===== src/rtl/wb_arbiter.sv =====
// Two-requester (ALU/LSU) register-file writeback arbiter with a pending-register scoreboard.
// Optional ALU anti-starvation guard is compiled in with macro WB_STARVE_GUARD_EN.
module wb_arbiter #(
  parameter int STARVE_LIMIT = 3
) (
  input  logic        clk,
  input  logic        rst,
  input  logic        alu_valid,
  input  logic [4:0]  alu_rd,
  input  logic [31:0] alu_data,
  output logic        alu_ready,
  input  logic        lsu_valid,
  input  logic [4:0]  lsu_rd,
  input  logic [31:0] lsu_data,
  output logic        lsu_ready,
  input  logic        issue_en,
  input  logic [4:0]  issue_rd,
  output logic        reg_write_en,
  output logic [4:0]  adrD,
  output logic [31:0] result,
  output logic [31:0] pending
);

  if (STARVE_LIMIT < 1 || STARVE_LIMIT > 15) begin : g_bad_limit
    $error("wb_arbiter: STARVE_LIMIT must be in 1..15");
  end

  logic        w_force_alu;
  logic        w_alu_grant;
  logic        w_lsu_grant;
  logic        w_xfer;
  logic        w_wr;
  logic [4:0]  w_rd;
  logic [31:0] w_data;
  logic [31:0] w_pending_next;

  logic        r_wen;
  logic [4:0]  r_adr;
  logic [31:0] r_data;
  logic [31:0] r_pending;

`ifdef WB_STARVE_GUARD_EN
  localparam logic [3:0] LP_LIMIT = 4'(STARVE_LIMIT);

  logic [3:0] r_starve;

  assign w_force_alu = (r_starve == LP_LIMIT);

  // Counts consecutive ALU denials; any ALU transfer or idle ALU restarts the count.
  always_ff @(posedge clk) begin
    if (!rst) begin
      r_starve <= 4'd0;
    end else if (!alu_valid || w_alu_grant) begin
      r_starve <= 4'd0;
    end else if (r_starve != LP_LIMIT) begin
      r_starve <= r_starve + 4'd1;
    end
  end
`else
  assign w_force_alu = 1'b0;
`endif

  always_comb begin
    w_alu_grant = 1'b0;
    w_lsu_grant = 1'b0;
    if (rst) begin
      if (alu_valid && (!lsu_valid || w_force_alu)) begin
        w_alu_grant = 1'b1;
      end else if (lsu_valid) begin
        w_lsu_grant = 1'b1;
      end
    end
  end

  assign alu_ready = w_alu_grant;
  assign lsu_ready = w_lsu_grant;
  assign w_xfer    = w_alu_grant | w_lsu_grant;
  assign w_rd      = w_alu_grant ? alu_rd   : lsu_rd;
  assign w_data    = w_alu_grant ? alu_data : lsu_data;
  assign w_wr      = w_xfer && (w_rd != 5'd0);

  always_ff @(posedge clk) begin
    if (!rst) begin
      r_wen  <= 1'b0;
      r_adr  <= 5'd0;
      r_data <= 32'd0;
    end else begin
      r_wen <= w_wr;
      if (w_wr) begin
        r_adr  <= w_rd;
        r_data <= w_data;
      end
    end
  end

  // Gating with rst drops a write already staged when reset arrives.
  assign reg_write_en = r_wen & rst;
  assign adrD         = r_adr;
  assign result       = r_data;

  // Clear first, then set, so a new producer of the same register wins.
  always_comb begin
    w_pending_next = r_pending;
    if (w_wr) begin
      w_pending_next[w_rd] = 1'b0;
    end
    if (issue_en && (issue_rd != 5'd0)) begin
      w_pending_next[issue_rd] = 1'b1;
    end
    w_pending_next[0] = 1'b0;
  end

  always_ff @(posedge clk) begin
    if (!rst) begin
      r_pending <= 32'd0;
    end else begin
      r_pending <= w_pending_next;
    end
  end

  assign pending = r_pending;

endmodule


===== config.mk =====
export PLATFORM = sky130hd
export DESIGN_NAME = wb_arbiter
export DESIGN_NICKNAME = d
export VERILOG_FILES = /design/src/rtl/wb_arbiter.sv
export SDC_FILE = /design/constraint.sdc
export NUM_CORES = 1
export LEC_CHECK = 0
export ABC_AREA = 1
export BUFFER_PORTS_ARGS = -buffer_cell sky130_fd_sc_hd__buf_2
export CAP_MARGIN = 20
export CORE_MARGIN = 2
export CORE_UTILIZATION = 23
export DETAILED_ROUTE_END_ITERATION = 8
export GPL_ROUTABILITY_DRIVEN = 0
export PLACE_DENSITY = 0.54
export SLEW_MARGIN = 30
export SYNTH_ARGS = -nofsm -noshare
export SYNTH_HDL_FRONTEND = slang
export SYNTH_SLANG_ARGS = --single-unit

===== constraint.sdc =====
create_clock -name clk -period 3.21 [get_ports clk]
set_clock_uncertainty 0.2 [all_clocks]
set_input_delay 0.321 -clock clk [delete_from_list [all_inputs] [get_ports clk]]
set_output_delay 0.321 -clock clk [all_outputs]
set_load 0.01 [all_outputs]

# Word level (Yosys, flattened, before mapping)
# Cells that the tools add are included.
dict set report totals {
  reg_bits 70
  inputBits 84
  out_inout_bits 72
}
dict set report op_classes {
  order_cmp 4
  mux 13
  bitwise 5
  n_reduce_logical 8
}
# operator count
set ops {}
lappend ops {{$mux 32} 3}
lappend ops {{$and 32x32->32} 1}
lappend ops {{$not 32->32} 1}
lappend ops {{$or 32x32->32} 1}
lappend ops {{$lt 5x6->1 const B} 2}
lappend ops {{$demux 1 s5} 2}
lappend ops {{$ge 5x1->1 const B} 2}
lappend ops {{$reduce_bool 5->1} 2}
lappend ops {{$mux 1} 7}
lappend ops {{$logic_and 1x1->1} 5}
lappend ops {{$mux 5} 1}
lappend ops {{$and 1x1->1} 1}
lappend ops {{$logic_not 1->1} 1}
lappend ops {{$or 1x1->1} 1}

# Depth between registers and ports, before layout
# Gate-level depths: netlist of run 1.
dict set report depth {
  depth_word 14
  ltp_mapped 12
  depth_no_buf 11
}

# Worst setup path before layout of run 1
# OpenSTA, ideal clock, no wires.
dict set report synth_path {
  path_type {input to register}
  start {input lsu_valid}
  end {register r_adr[3] (netlist: adrD[3])}
  t_arrival_ps 1473
  t_required_ps 2942
  slack_ps 1469
  path_stages 12
  n_path_buf 3
  cell_sequence {inv_2 -> nand3_2 -> buf_6 -> nand2_1 -> nand2_2 -> nor2_4 -> nand3_2 -> nand2_2 -> buf_6 -> buf_8 -> nand2_2 -> a21oi_2}
}
dict set report synth_via {
  elab_chain_len 7
  word_cells_on_any_way 11
}
# element line_no
set synth_lines {}
lappend synth_lines {{from (decl)} 12} ;# input logic lsu_valid,
lappend synth_lines {{$logic_not 1->1} 67} ;# if (alu_valid && (!lsu_valid || w_force_alu)) begin
lappend synth_lines {{$logic_and 1x1->1} 67}
lappend synth_lines {{$mux 1} 67}
lappend synth_lines {{$mux 1} 66} ;# if (rst) begin
lappend synth_lines {{$mux 5} 78} ;# assign w_rd = w_alu_grant ? alu_rd : lsu_rd;
lappend synth_lines {{$reduce_bool 5->1} 80} ;# assign w_wr = w_xfer && (w_rd != 5'd0);
lappend synth_lines {{$logic_and 1x1->1} 80}
lappend synth_lines {{to (signal assigned)} 90} ;# r_adr <= w_rd;
lappend synth_lines {{to (decl)} 38} ;# logic [4:0] r_adr;
# Several ways; a longest one is shown, not always the timed one.
# A chain may end at the register's enable or synchronous reset.

# Worst setup path after layout of run 1
dict set report layout_path {
  start {input rst}
  end {output alu_ready}
}
dict set report layout_via {
  elab_chain_len 1
}
# element line_no
set layout_lines {}
lappend layout_lines {{from (decl)} 7} ;# input logic rst,
lappend layout_lines {{$mux 1} 66}
lappend layout_lines {{to (decl)} 11} ;# output logic alu_ready,
# No other way between the ends.

==> metrics.md, run 1 <==
| Metric | Value |
|---|---|
| Ports | 156 |
| Post-CTS Setup Inserts | 0 |
| Worst min-delay path class | in2reg |
| CTS max path bufs | 2 |
| H-tree levels | 3 |
| Yosys top cell area share | a little over two fifths |
| Outcome | finished clean |
| CTS root buffer | clkbuf_16 |
| Area of the multi-input gates | 1600 um2 |
| Worst-Skew Late Latency | 0.32 ns |
| Cell count after synthesis | just under 500 |
| Register area share after synthesis | 43.3% |
| Share of cells above drive strength 1 | just over 30% |
| Chip Width | between 100 and 150 um |
| Peak VDD IR | around 0.26 mV |
| Cells on worst reg2reg path | 2 |
| Worst path bufs/invs | 4 |
| Die ar. | roughly 15,000 um2 |
| Max Clk Rate | between 400 and 500 MHz |
| Synth top area cells | dfxtp_1 43%, nand2_1 23%, nor2_1 8.7%, a21oi_1 5.5%, o21ai_1 4.1% |
| Startpoint Class | input pin |
| Number of global-route vias before repair | between 3k and 4k |
| CTS tree | built |
| CTS sink count | 69 |
| CP top delay family | buffers and inverters |
| Worst Max-Slew Pin Slew | 0.846 ns |
| Port bufs | around 150 |
| Critical Path, Cell by Cell | buf_2 > nand3_2 > buf_4 > inv_1 > buf_2 |
| Antenna violations before repair | 1 |
| Storage cell area | approximately 1400 um2 |
| Most used flip-flop cell after synthesis | dfxtp_1 |
| DR iter-0 viols | 250 |
| Hold path depth | 5 |
| Global route total overflow | 0 |
| Initial Utilization | 23.2% |
| WL per Instance | about 13 um |
| First-pass GRT wire length | 16.0 mm |
| Ys async rst share | 0% |
| DRC Markers | 0 |
| RSZ-0062 raised after global routing | no |
| Yosys warnings | 0 |
| Post-CTS Hold Buffers | 0 |
| Power per Cell Area | around 530 nW/um2 |
| Mean cell area of the mapped netlist | about 6.5 um2 |
| Crit. End Element | primary output |
| Synth Register Bits | ~70 |
| Area of the core | between 10,000 and 15,000 um2 |
| Max_slew headroom | a little over two fifths |
| Nets | 729 |
| Synthesized area | ~3200 um2 |
| Die Span Y | 122 um |
| Worst EP required | roughly 2.7 ns |
| Fill cell count | between 1.5k and 2k |
| Fin crit period | between 2 and 2.5 ns |
| CP max stage cell | inv_1 |
| Setup_tns | 0 ns |
| Max FO, Critical Path | 33 |
| Routed Wire Length | roughly 10 mm |
| Pin count of the biggest net entering global routing | 36 |
| Finished Cell Area | ~4500 um2 |
| Syn nets | 575 |
| Final Cycle Share | a little under three quarters |
| Syn-to-layout area delta | 39.9% |
| Worst path most repeated cell | buf_2 |
| GRT Util Overall | between 10% and 20% |
| Rows | between 40 and 50 |
| Number of library cell types mapped by synthesis | 24 |
| EDFF count, synth | 0 |
| Final Setup Violations | 0 |
| Dpl hpwl | 7.87 mm |
| Pleak | 2.23 nW |
| Final Hold Fails | 0 |
| Slew Viols, Final | 0 |
| Max-cap violations | 0 |
| Critical path type | in2out |
| Stages on the worst setup path | 5 |
| Post-cts repair resize count | 0 |
| Post-route ant nets | 0 |
| Area of placed instances | approximately 4100 um2 |
| Arrival time at the worst endpoint | between 1.5 and 2 ns |
| DRT Pass-1 Iters | 4 |
| Via count | around 3.4k |
| CTS buffer count | 9 |
| Vias per cell | about 4.1 |
| R2R setup slack | approximately 2.4 ns |
| Clock transition at path regs | approximately 0.06 ns |
| Leading area contributor after synthesis | dfxtp_1 |
| Worst path max stage delay | 0.46 ns |
## cell usage after synthesis (all sizes together), types with 5 or more instances
cell / n
a21oi: 36
buf: 14
clkbuf: 8
dfxtp: 69
inv: 19
nand2: 206
nand3: 8
nand4: 5
nor2: 76
nor3: 11
o21ai: 37
## worst paths after layout
check | from | end
worst min-delay path | alu_data[24] | result[24]
worst max register to register | pending[4] | pending[4]
worst min register to register | pending[15] | pending[15]
worst max-delay path | rst | alu_ready
## through the flow
step	hold WS (ns)	setup WS [ns]	total power, mW	std cells	util (%)
floorplan	0.283	1.47	1.14	491	-
finish	0.118	0.917	2.34	831	32.5
global placement	0.250	0.797	1.29	814	30.1
detailed placement	0.251	0.805	1.29	814	30.1
global route	0.156	0.766	2.47	830	32.5
CTS	0.112	0.927	2.38	830	32.5
## worst min-delay path: stages
cell	delay, ns
buf_2	0.07
nand2_1	0.04
nand2_1	0.05
o21ai_1	0.06
nor2_1	0.07
## layout make-up
type	count	area share [%]
diodes	1	0.0561
clock buffers	10	5.13
clock inverters	6	2.13
inverters	20	1.68
multi-input cells	380	35.9
flip-flops and latches	69	31.0
well taps	180	5.05
repair buffers	165	19.1
## cell families after synthesis
| family | after synthesis | share of synthesized area, % |
|---|---|---|
| and+or+nand+nor | 306 | 38.5 |
| AOI/OAI and AO/OA | 73 | 11.6 |
| DFF | 69 | 43.3 |
| buffers and inverters | 42 | 6.51 |
| other | 1 | 0.118 |
## power breakdown
| group | leakage [nW] | total (mW) | switching (mW) | internal [mW] |
|---|---|---|---|---|
| registers | 0.565 | 0.925 | 0.0219 | 0.903 |
| logic | 1.50 | 0.343 | 0.211 | 0.132 |
| clock network | 0.158 | 1.08 | 0.387 | 0.689 |
| total | 2.23 | 2.34 | 0.620 | 1.72 |
## layout by cell type (no fill, tap or decap)
cell type	n
o21ai_0	11
buf_2	154
bufinv_16	2
nor2_1	74
clkinv_1	1
nand2_2	9
clkbuf_1	1
nor2_2	1
o21ai_1	26
nand2_1	197
nand4_1	5
nor2_4	1
inv_2	2
clkinv_4	2
conb_1	1
a21oi_1	35
inv_6	2
clkbuf_16	9
nor3_1	11
buf_4	11
inv_1	17
nand3_2	2
a21oi_2	1
diode_2	1
dfxtp_1	69
nand3_1	6
## sequential cells by signal, summed over array words and instances, names as in the netlist
register / cells
result: 32
pending: 31
adrD: 5
r_wen: 1
## routing by layer
| layer | global-route usage (%) | up-vias | wire length (um) |
|---|---|---|---|
| met5 | 0 | - | 0 |
| met4 | 4.09 | 0 | 153 |
| met2 | 22.5 | 105 | 4600 |
| met1 | 18.2 | 1470 | 4940 |
| li1 | - | 1859 | - |
| met3 | 3.65 | 13 | 713 |
No activity file was read; power rests on OpenSTA's default activity.
==> run 2, diff against run 1 <==
PLACE_DENSITY = 0.55   (was 0.54)
clock period = 2.1 ns   (was 3.21 ns; I/O delays follow)
==> run 2 against run 1 <==
Core utilization up 0.73 points. Clock power up 73%. Clock-buffer cell count down 1. Non-clock buffer count up 7. Cell count up 0.72%. Setup slack worse by 0.57 ns. Via count up 2.6%. Global-route usage up 0.48 points. First-iteration DRC count down 25%. Critical path depth up 1. Largest cell class unchanged. Highest routed layer unchanged.
==> metrics.md, run 2 (synthesis results as in run 1) <==
| Metric | Value |
|---|---|
| DR iter-0 viols | 188 (-25%) |
| Final Util | 33.3% (+0.73 points) |
| Area of the core | 13,700 um2 (unchanged) |
| Vias per cell | 4.23 (+1.9%) |
| Worst path bufs/invs | 5 (+1) |
| Worst path max stage delay | 0.28 ns (-0.18 ns) |
| Sequential fraction of design power | 36.9% (-2.6 points) |
| Setup_tns | 0 ns (unchanged) |
| Cells on worst reg2reg path | 2 (unchanged) |
| WL per Instance | 12.7 um (+1.2%) |
| Antenna violations before repair | 0 (-1) |
| Slew Viols, Final | 0 (unchanged) |
| Routed Wire Length | 10.6 mm (+1.9%) |
| CTS tree | built |
| Chip Width | 122 um (unchanged) |
| Dpl hpwl | 7.99 mm (+1.5%) |
| Nets | 736 (+0.96%) |
| Place WS | 0.0528 ns (-0.753 ns) |
| CTS max path bufs | 2 (unchanged) |
| Hold_sp | lsu_data[20] |
| Critical path type | in2out |
| RSZ-0062 raised after global routing | no |
| Initial Utilization | 23.2% (unchanged) |
| Worst-Skew Late Latency | 0.32 ns (about the same) |
| Fin crit period | around 1.8 ns |
| Arrival time at the worst endpoint | 1.34 ns (-0.43 ns) |
| Die Span Y | 122 um (unchanged) |
| Post-route ant nets | 0 (unchanged) |
| Pin count of the biggest net entering global routing | 36 (unchanged) |
| Peak VDD IR | 0.420 mV (+61%) |
| Critical Path, Cell by Cell | buf_2 > nand3_2 > buf_4 > inv_1 > buf_4 > buf_2 |
| Most frequent cells in the layout | 197 x nand2_1, 154 x buf_2, 74 x nor2_1 |
| DRC Markers | 0 (unchanged) |
| Combinational power share | 14.1% (-0.5 points) |
| Ports | 156 (unchanged) |
| Internal | 2.88 mW (+67%) |
| Max FFs per register | 32 (unchanged) |
| Final Setup Violations | 0 (unchanged) |
| Worst reg2reg path startpoint | pending[28] |
| Final Cycle Share | a little over four fifths |
| Pleak | 2.28 nW (+2.5%) |
| Max_slew headroom | 59.2% (+16 points) |
| CP startpoint | rst |
| GRT Util Overall | 14.4% (+0.48 points) |
| Final Hold Fails | 0 (unchanged) |
| Global route total overflow | 0 (unchanged) |
| Worst Max-Slew Pin Slew | 0.611 ns (-0.235 ns) |
| CP max stage cell | buf_4 |
| Worst EP required | 1.69 ns (-1.00 ns) |
| CTS root buffer | clkbuf_16 |
| Clk pwr share | 49.0% (+3.1 points) |
| Hold_ws | 0.0134 ns (-0.105 ns) |
| Power per Cell Area | 839 nW/um2 (+60%) |
| Die ar. | 14,800 um2 (unchanged) |
| Syn-to-layout area delta | 43.0% |
| Number of global-route vias before repair | 3,293 (+4.4%) |
| Post-cts repair resize count | 0 (unchanged) |
| Max-cap violations | 0 (unchanged) |
| Worst min-delay path class | in2reg |
| CTS sink count | 69 (unchanged) |
| Rows | 43 (unchanged) |
| Stages on the worst setup path | 6 (+1) |
| Max FO, Critical Path | 33 (unchanged) |
| Hold path depth | 5 (unchanged) |
| CP top delay family | buffers and inverters |
| Fill cell count | 1,534 (-0.71%) |
| CTS buffer count | 9 (unchanged) |
| Setup ws final | 0.347 ns (-0.570 ns) |
| Most common cell after layout, fill and taps aside | nand2_1 |
| ANT cells | 0 (-1) |
| P_sw | 0.947 mW (+53%) |
| Port bufs | 154 (unchanged) |
| H-tree levels | 3 (unchanged) |
| Max Clk Rate | approximately 570 MHz |
| Via count | 3,538 (+2.6%) |
| Sw Share | 24.8% (-1.7 points) |
| DRT Pass-1 Iters | 4 (unchanged) |
| Outcome | finished clean |
| First-pass GRT wire length | 16.3 mm (+1.9%) |
| Share of cells above drive strength 1 | 30.9% (+0.74 points) |
| Startpoint Class | input pin |
| Crit. End Element | primary output |
| Clock transition at path regs | 0.06 ns (about the same) |
run 2: cell count changes in the layout (fill, tap and decap cells not counted):
cell	before	now
buf_4	11	17
bufinv_16	2	4
clkbuf_1	1	0
diode_2	1	0
dlygate4sd3_1	0	1
inv_6	2	1
run 2: worst paths after layout:
kind | to | slack (ns)
worst max register to register | pending[28] | 1.27
worst min-delay path | result[20] | 0.01
worst max-delay path | alu_ready | 0.35
worst min register to register | pending[15] | 0.26
run 2: per-layer routing:
layer | global-route usage (%) | wire length [um] | vias up
li1 | - | - | 1869
met1 | 17.4 | 4690 | 1538
met2 | 24.5 | 5010 | 119
met3 | 3.93 | 721 | 12
met4 | 4.67 | 187 | 0
met5 | 0 | 0 | -
run 2: timing repair:
action                                  CTS  global route
hold buffers                              1             0
hold endpoints to repair                  1             0
buffers inserted                          0             0
endpoints found under the setup margin    0             0
run 2: stage by stage:
step	power, mW	cells	cell area [um2]
global route	4.01	837	4560
CTS	3.89	837	4560
floorplan	1.75	491	3190
detailed placement	1.99	820	4180
global placement	1.98	820	4180
finish	3.83	837	4560
run 2: layout make-up:
type                    instances  area [um2]  area share, %
clock inverters                 7         146           3.21
clock buffers                   9         225           4.94
well taps                     180         225           4.94
flip-flops and latches         69        1380           30.3
inverters                      20        75.1           1.65
multi-input cells             380        1600           35.1
repair buffers                172         908           19.9
run 2: worst reg2reg max path, stage by stage, from the launching register on:
cell     delay, ns
dfxtp_1       0.36
o21ai_0       0.09
a21oi_1       0.12
run 2: power by group through the flow:
stage | clock network (mW) | registers, mW | logic [mW]
after floorplan | 0 | 1.47 | 0.274
after global placement | 0 | 1.44 | 0.545
after detailed placement | 0 | 1.44 | 0.544
after CTS | 1.93 | 1.41 | 0.548
after global routing | 1.97 | 1.42 | 0.612
final | 1.87 | 1.41 | 0.541
